## config.mk

```make
export PLATFORM = sky130hd
export DESIGN_NAME = i2c_top
export DESIGN_NICKNAME = d
export VERILOG_FILES = /design/src/rtl/i2c_pkg.sv /design/src/rtl/i2c_master_fsm.sv /design/src/rtl/i2c_slave_fsm.sv /design/src/rtl/i2c_top.sv
export SDC_FILE = /design/constraint.sdc
export NUM_CORES = 1
export LEC_CHECK = 0
export BUFFER_PORTS_ARGS = -buffer_cell sky130_fd_sc_hd__buf_2
export CORE_MARGIN = 1.5
export CORE_UTILIZATION = 30
export DETAILED_ROUTE_END_ITERATION = 10
export MAX_ROUTING_LAYER = met4
export SYNTH_ARGS = -nofsm -noshare
export SYNTH_HDL_FRONTEND = slang
export SYNTH_SLANG_ARGS = --single-unit
```

## constraint.sdc

```tcl
create_clock -name clk -period 3.1 [get_ports clk]
set_input_delay 0.31 -clock clk [delete_from_list [all_inputs] [get_ports clk]]
set_output_delay 0.31 -clock clk [all_outputs]
set_load 0.01 [all_outputs]
```

## src/rtl/i2c_pkg.sv

```systemverilog
// Shared types and constants for the I2C loopback subsystem.
package i2c_pkg;

  // Each bit period: one cycle with SCL low, one cycle with SCL high.
  localparam int BIT_CYCLES = 2;
  // Last counter value of an 8-bit address or data phase.
  localparam logic [3:0] PHASE_LAST = 4'(8 * BIT_CYCLES - 1);

  // Value of the R/W bit on the wire.
  localparam logic RW_WRITE = 1'b0;
  localparam logic RW_READ  = 1'b1;

  typedef enum logic [2:0] {
    M_IDLE,
    M_START,
    M_ADDR,
    M_AACK,
    M_DATA,
    M_DACK,
    M_STOP_WAIT,
    M_STOP
  } m_state_e;

  typedef enum logic [2:0] {
    S_IDLE,
    S_ADDR,
    S_AACK,
    S_WRITE,
    S_WACK,
    S_READ,
    S_RNACK
  } s_state_e;

endpackage

```

## src/rtl/i2c_master_fsm.sv

```systemverilog
// Bit-level I2C master: one single-byte write or read per transaction.
// All bus outputs are registered; SCL is owned entirely by this block.
module i2c_master_fsm
  import i2c_pkg::*;
#(
  parameter logic [6:0] TARGET_ADDR = 7'h50
) (
  input  logic       clk,
  input  logic       rst,
  input  logic       start_i,
  input  logic       stop_i,
  input  logic       chk_i,
  input  logic [7:0] din_i,
  input  logic       sda_i,
  output logic       scl_o,
  output logic       sda_oe_o,
  output logic       done_o,
  output logic       ack_o,
  output logic [7:0] dout_o
);

  m_state_e   state_q;
  logic [3:0] cnt_q;
  logic [7:0] sh_q;
  logic       wr_q;
  logic       stop_pending_q;

  // Shift register advanced by one bit sampled from the bus.
  logic [7:0] sh_in;
  logic       stop_req;
  assign sh_in    = {sh_q[6:0], sda_i};
  assign stop_req = stop_pending_q | stop_i;

  // Transaction sequencer; the outputs set here describe the next cycle on the bus.
  always_ff @(posedge clk or posedge rst) begin
    if (rst) begin
      state_q        <= M_IDLE;
      cnt_q          <= '0;
      sh_q           <= '0;
      wr_q           <= 1'b0;
      stop_pending_q <= 1'b0;
      scl_o          <= 1'b1;
      sda_oe_o       <= 1'b0;
      done_o         <= 1'b0;
      ack_o          <= 1'b0;
      dout_o         <= '0;
    end else begin
      // NOTE: non-blocking assignments let every branch read the pre-edge
      // state, so the later clear of stop_pending_q cleanly wins over a set.
      done_o <= 1'b0;
      if (stop_i && state_q != M_IDLE) stop_pending_q <= 1'b1;

      case (state_q)
        M_IDLE: begin
          if (start_i) begin
            state_q <= M_START;
            cnt_q   <= '0;
            wr_q    <= chk_i;
            sh_q    <= {TARGET_ADDR, chk_i ? RW_WRITE : RW_READ};
          end
        end

        // Cycle 0 keeps SDA/SCL high, cycle 1 pulls SDA low under SCL high.
        M_START: begin
          if (cnt_q == 4'd0) begin
            cnt_q    <= 4'd1;
            sda_oe_o <= 1'b1;
          end else begin
            state_q  <= M_ADDR;
            cnt_q    <= '0;
            scl_o    <= 1'b0;
            sda_oe_o <= ~sh_q[7];
          end
        end

        // Even counts are SCL-low cycles, odd counts are SCL-high cycles.
        // Reads shift in from the bus; writes shift out the next MSB.
        M_ADDR, M_DATA: begin
          if (!cnt_q[0]) begin
            cnt_q <= cnt_q + 4'd1;
            scl_o <= 1'b1;
          end else begin
            sh_q  <= sh_in;
            scl_o <= 1'b0;
            if (cnt_q == PHASE_LAST) begin
              state_q  <= (state_q == M_ADDR) ? M_AACK : M_DACK;
              cnt_q    <= '0;
              sda_oe_o <= 1'b0;
            end else begin
              cnt_q    <= cnt_q + 4'd1;
              sda_oe_o <= (state_q == M_ADDR || wr_q) & ~sh_q[6];
            end
          end
        end

        M_AACK: begin
          if (cnt_q == 4'd0) begin
            cnt_q <= 4'd1;
            scl_o <= 1'b1;
          end else begin
            cnt_q <= '0;
            scl_o <= 1'b0;
            if (!sda_i) begin
              ack_o    <= 1'b1;
              state_q  <= M_DATA;
              sh_q     <= din_i;
              sda_oe_o <= wr_q & ~din_i[7];
            end else begin
              ack_o    <= 1'b0;
              done_o   <= 1'b1;
              state_q  <= M_STOP_WAIT;
              sda_oe_o <= 1'b1;
            end
          end
        end

        // Master leaves SDA released: slave ACK on writes, master NACK on reads.
        M_DACK: begin
          if (cnt_q == 4'd0) begin
            cnt_q <= 4'd1;
            scl_o <= 1'b1;
          end else begin
            cnt_q    <= '0;
            done_o   <= 1'b1;
            if (!wr_q) dout_o <= sh_q;
            state_q  <= M_STOP_WAIT;
            scl_o    <= 1'b0;
            sda_oe_o <= 1'b1;
          end
        end

        // SCL low with SDA low is the setup a STOP needs; when stop is already
        // pending this state lasts exactly that one setup cycle.
        M_STOP_WAIT: begin
          if (stop_req) begin
            state_q <= M_STOP;
            cnt_q   <= '0;
            scl_o   <= 1'b1;
          end
        end

        M_STOP: begin
          if (cnt_q == 4'd0) begin
            cnt_q    <= 4'd1;
            sda_oe_o <= 1'b0;
          end else begin
            state_q        <= M_IDLE;
            stop_pending_q <= 1'b0;
          end
        end

        default: state_q <= M_IDLE;
      endcase
    end
  end

endmodule

```

## src/rtl/i2c_slave_fsm.sv

```systemverilog
// I2C slave with one 8-bit data register. Bus events are decoded from the
// current SDA/SCL against the values registered one cycle earlier.
module i2c_slave_fsm
  import i2c_pkg::*;
#(
  parameter logic [6:0] SLAVE_ADDR = 7'h50
) (
  input  logic clk,
  input  logic rst,
  input  logic sda_i,
  input  logic scl_i,
  output logic sda_oe_o
);

  s_state_e   state_q;
  logic       sda_prev_q;
  logic       scl_prev_q;
  logic [7:0] sh_q;
  logic [7:0] data_q;
  logic [2:0] cnt_q;
  logic       rd_q;

  // START/STOP: SDA edge while SCL stays high across both samples.
  // bit_end: last cycle of an SCL-high period; the master drops SCL on this
  // same edge, so sampling here and updating SDA here keeps SDA changes
  // confined to SCL-low time.
  logic       start_det;
  logic       stop_det;
  logic       bit_end;
  logic [7:0] sh_in;
  assign start_det = scl_i & scl_prev_q & sda_prev_q & ~sda_i;
  assign stop_det  = scl_i & scl_prev_q & ~sda_prev_q & sda_i;
  assign bit_end   = scl_i & ~scl_prev_q;
  assign sh_in     = {sh_q[6:0], sda_i};

  // Protocol sequencer and data register.
  always_ff @(posedge clk or posedge rst) begin
    if (rst) begin
      state_q    <= S_IDLE;
      sda_prev_q <= 1'b1;
      scl_prev_q <= 1'b1;
      sh_q       <= '0;
      // NOTE: the data register is architectural state with a defined reset
      // value, so it is reset along with the control registers.
      data_q     <= '0;
      cnt_q      <= '0;
      rd_q       <= 1'b0;
      sda_oe_o   <= 1'b0;
    end else begin
      sda_prev_q <= sda_i;
      scl_prev_q <= scl_i;

      if (start_det) begin
        state_q  <= S_ADDR;
        cnt_q    <= '0;
        sda_oe_o <= 1'b0;
      end else if (stop_det) begin
        state_q  <= S_IDLE;
        sda_oe_o <= 1'b0;
      end else if (bit_end) begin
        case (state_q)
          S_ADDR: begin
            sh_q  <= sh_in;
            cnt_q <= cnt_q + 3'd1;
            if (cnt_q == 3'd7) begin
              if (sh_in[7:1] == SLAVE_ADDR) begin
                state_q  <= S_AACK;
                rd_q     <= (sh_in[0] == RW_READ);
                sda_oe_o <= 1'b1;
              end else begin
                state_q <= S_IDLE;
              end
            end
          end

          S_AACK: begin
            cnt_q <= '0;
            if (rd_q) begin
              state_q  <= S_READ;
              sh_q     <= data_q;
              sda_oe_o <= ~data_q[7];
            end else begin
              state_q  <= S_WRITE;
              sda_oe_o <= 1'b0;
            end
          end

          S_WRITE: begin
            sh_q  <= sh_in;
            cnt_q <= cnt_q + 3'd1;
            if (cnt_q == 3'd7) begin
              data_q   <= sh_in;
              sda_oe_o <= 1'b1;
              state_q  <= S_WACK;
            end
          end

          S_WACK: begin
            sda_oe_o <= 1'b0;
            state_q  <= S_IDLE;
          end

          // Drive the next register bit; after the eighth bit release SDA so
          // the master's NACK slot is left alone.
          S_READ: begin
            sh_q  <= {sh_q[6:0], 1'b0};
            cnt_q <= cnt_q + 3'd1;
            if (cnt_q == 3'd7) begin
              sda_oe_o <= 1'b0;
              state_q  <= S_RNACK;
            end else begin
              sda_oe_o <= ~sh_q[6];
            end
          end

          S_RNACK: state_q <= S_IDLE;

          default: state_q <= S_IDLE;
        endcase
      end
    end
  end

endmodule

```

## src/rtl/i2c_top.sv

```systemverilog
// I2C loopback: internal master and slave on shared open-drain SDA/SCL nets.
module i2c_top
  import i2c_pkg::*;
#(
  parameter logic [6:0] SLAVE_ADDR  = 7'h50,
  parameter logic [6:0] TARGET_ADDR = 7'h50
) (
  input  logic       clk,
  input  logic       rst,
  input  logic       start,
  input  logic       stop,
  input  logic       chk,
  input  logic [7:0] din,
  output logic       done,
  output logic       ack,
  output logic [7:0] dout
);

  logic m_scl;
  logic m_sda_oe;
  logic s_sda_oe;
  logic sda;
  logic scl;

  // Wired-AND bus: any enabled driver pulls the line low.
  assign sda = ~(m_sda_oe | s_sda_oe);
  assign scl = m_scl;

  i2c_master_fsm #(
    .TARGET_ADDR(TARGET_ADDR)
  ) u_master (
    .clk     (clk),
    .rst     (rst),
    .start_i (start),
    .stop_i  (stop),
    .chk_i   (chk),
    .din_i   (din),
    .sda_i   (sda),
    .scl_o   (m_scl),
    .sda_oe_o(m_sda_oe),
    .done_o  (done),
    .ack_o   (ack),
    .dout_o  (dout)
  );

  i2c_slave_fsm #(
    .SLAVE_ADDR(SLAVE_ADDR)
  ) u_slave (
    .clk     (clk),
    .rst     (rst),
    .sda_i   (sda),
    .scl_i   (scl),
    .sda_oe_o(s_sda_oe)
  );

endmodule

```

==> impl_metrics.toml <==
[grt]
grt_use_total_pct = 12.92
gr-total-overflow = 0
antenna_found_initial = 0
use_met2_pct = 19.61
grt_use_met1_pct = 17.26
busiest_layer = "met2"
grt_pass1_vias = 2072
grt_pass1_wl_um = 10320
gr-usage-met3_pct = 2.599
grt_max_degree = 31

[critical_path]
arrival_ps = 2430
crit_type = "flop to flop"
cp_num_buf_inv = 1
reg2reg_to = "u_master.sh_q[2]$_DFFE_PP0P_"
critPathLaunchType = "flop"
ff2ff_path_depth = 6
regToRegStartpoint = "u_master.cnt_q[0]$_DFFE_PP0P_"
cp_cell_sequence = "inv_1 -> ha_1 -> nor3b_2 -> a22oi_4 -> nand4_4 -> mux2_2"
end_kind = "flop"
cp_max_fo = 11
worst-r2r-setup-slack_ps = 880
crit_required_ps = 3310
cpPeakStageDelay_ps = 600
cp_slowest_cell = "nor3b_2"
critPathTopFamily = "simple AND/OR/NAND/NOR gates"

[detailed_routing]
avgRoutedWirePerCell_um = 14.01
ant_nets = 0
via_per_inst = 5.075
drt_iter0_drc = 91
drt-total-wl_um = 5967
dr_total_vias = 2162
first_pass_iters = 4
drc = 0

[clock_network]
h-tree-depth = 2
clkTransAtPathRegs_ps = 100
ctsHoldBuffers = 0
cts_tree = "built"
numCtsBuffers = 5
clkSinkCount = 54
cts_resized = 0
clk_latency_ps = 310
ctsRootBufferMaster = "clkbuf_8"
post_cts_buffers = 0
clk_path_buf_depth = 2

[pwr]
comb_power_share_pct = 46.2
leakagePower_nw = 1.496
ir_worst_vdd_v = 0.0003741
swShare_pct = 41.71
p_int_mw = 1.814
switching_power_mw = 1.299
clkPwrFrac_pct = 14.0
p_per_area_nw_per_um2 = 958.0
seqPwrFrac_pct = 39.8
power_mw = 3.113

[synthesis]
yosysTopAreaCell = "dfrtp_1"
yosysTopAreaCellShare_pct = 43.37
synth_warnings = 0
synth_cell_type_count = 63
synth_seq_cells = 54
synthArstFlopShare_pct = 100.0
synth_nets = 296
netlist_area_um2 = 2943
ys_seq_area_share_pct = 46.05
synth_common_cells = "dfrtp_1, mux2_2, o21ai_0"
synthFlopType = "dfrtp_1"
synth.area.top_cells = "dfrtp_1, mux2_2, mux2i_1, o21ai_0, a21oi_1"
synth_cells = 279
avgSynthCellArea_um2 = 10.55
synth_most_common_cell = "dfrtp_1"
synth_edf_count = 0

[floorplan]
die_h_um = 102.0
std_cell_rows = 35
coreArea_um2 = 9371
io_pins = 23
die_area_um2 = 10410
die_x_um = 102.0
start_util_pct = 31.40

[final_layout]
final_util_pct = 34.67
layout.nets = 313
area_delta_synth_final_pct = 10.42
final_cells = 426
design_area_um2 = 3249
drive_gt1_share_pct = 25.93
fill_cells = 977
diodes = 0

[placed_design]
dpl.cell_count = 418
routabilityCongestion = 0.8357
place_ws_ps = 903.2
dpl.hpwl_um = 4173
place_area_um2 = 3151
io_buffers = 22

[hold_path]
hold_path_class = "input pin to asynchronous set/reset pin"

[timing]
holdWs_ps = 15.88
fmax_mhz = 449.6
hold_viol_final = 0
maxSlewHeadroom_pct = 51.90
tns_ps = 0
rsz0062_at_grt = "no"
tightest_slew_ps = 718.3
setup_viol = 0
drv_slew = 0
worst_slack_ps = 875.7
period_minus_slack_ps = 2224
fin_skew_ps = 4.043
finalCritPeriodShare_pct = 71.75

[run_status]
status = "completed"

[run]
cap_violations = 0
[how the worst max path moves through the flow]
| stage | start | to | slack (ps) | cells after the start |
|---|---|---|---|---|
| 3_5_place_dp | u_master.cnt_q[0]$_DFFE_PP0P_ | u_master.sh_q[0]$_DFFE_PP0P_ | 900 | 6 |
| 3_3_place_gp | u_master.cnt_q[0]$_DFFE_PP0P_ | u_master.sh_q[2]$_DFFE_PP0P_ | 1010 | 6 |
| 5_1_grt | u_master.cnt_q[0]$_DFFE_PP0P_ | u_master.sda_oe_o$_DFFE_PP0P_ | 740 | 6 |
| 6_report | u_master.cnt_q[0]$_DFFE_PP0P_ | u_master.sh_q[2]$_DFFE_PP0P_ | 880 | 6 |
| 2_1_floorplan | u_master.cnt_q[0]$_DFFE_PP0P_ | u_master.dout_o[0]$_DFFE_PP0P_ | 1190 | 6 |
| 4_1_cts | u_master.cnt_q[0]$_DFFE_PP0P_ | u_master.sh_q[2]$_DFFE_PP0P_ | 890 | 6 |
[area by class of cell]
class | instances | area (µm²) | share of cell area, %
clock buffers | 6 | 82.58 | 2.541
clock inverters | 2 | 16.27 | 0.5006
inverters | 10 | 37.54 | 1.155
multi-input cells | 200 | 1464 | 45.05
flip-flops and latches | 54 | 1355 | 41.70
well taps | 129 | 161.4 | 4.967
repair buffers | 25 | 132.6 | 4.082
[worst reg2reg max path, cell delays in order (launching register included)]
cell	delay [ps]
dfrtp_1	490
inv_1	130
ha_1	170
nor3b_2	600
a22oi_4	180
nand4_4	210
mux2_2	350
[sequential cells by signal (all words and copies together) (netlist names), 3 cells and up]
name	flops
u_master.cnt_q	4
u_master.dout_o	8
u_master.sh_q	8
u_master.state_q	3
u_slave.cnt_q	3
u_slave.data_q	8
u_slave.sh_q	7
u_slave.state_q	3
[metal layers]
layer	up-vias	part of all wire, %
met1	1053	47
met2	47	48
li1	1053	-
met5	-	0
met3	9	3.3
met4	0	1.5
[power by group through the flow]
stage | registers (mW) | logic, mW | clock network [mW]
2_1_floorplan | 1.13 | 1.26 | 0
3_3_place_gp | 1.25 | 1.41 | 0
3_5_place_dp | 1.25 | 1.44 | 0
4_1_cts | 1.24 | 1.45 | 0.456
5_1_grt | 1.29 | 1.61 | 0.475
6_report | 1.24 | 1.44 | 0.437
[kinds of logic after synthesis]
logic type / share of synthesized area (%)
XOR/XNOR: 0.5953
AND/OR/NAND/NOR: 17.56
AO/OA/AOI/OAI: 17.73
buffers and inverters: 4.209
flip-flops: 46.05
multiplexers: 12.16
adder cells (fa/ha/maj): 1.701
[layout by cell type (no fill, tap or decap), types with 3 or more instances in the layout]
master    count
and3b_1       3
mux2i_1      11
o21ai_0      20
mux2_2       22
buf_4         3
nor2_1       19
dfstp_2       3
nand3b_1      3
nand3_1       8
clkbuf_8      6
dfrtp_1      51
a21oi_1      19
or3_1         4
a21oi_2       3
nor3_1        5
o31ai_1       3
nand2b_1      7
buf_2        22
or2_2         3
o22ai_1       3
ha_1          4
nand2_1      15
a22o_1        5
inv_1         9
Power figures use the tool's default switching activity.
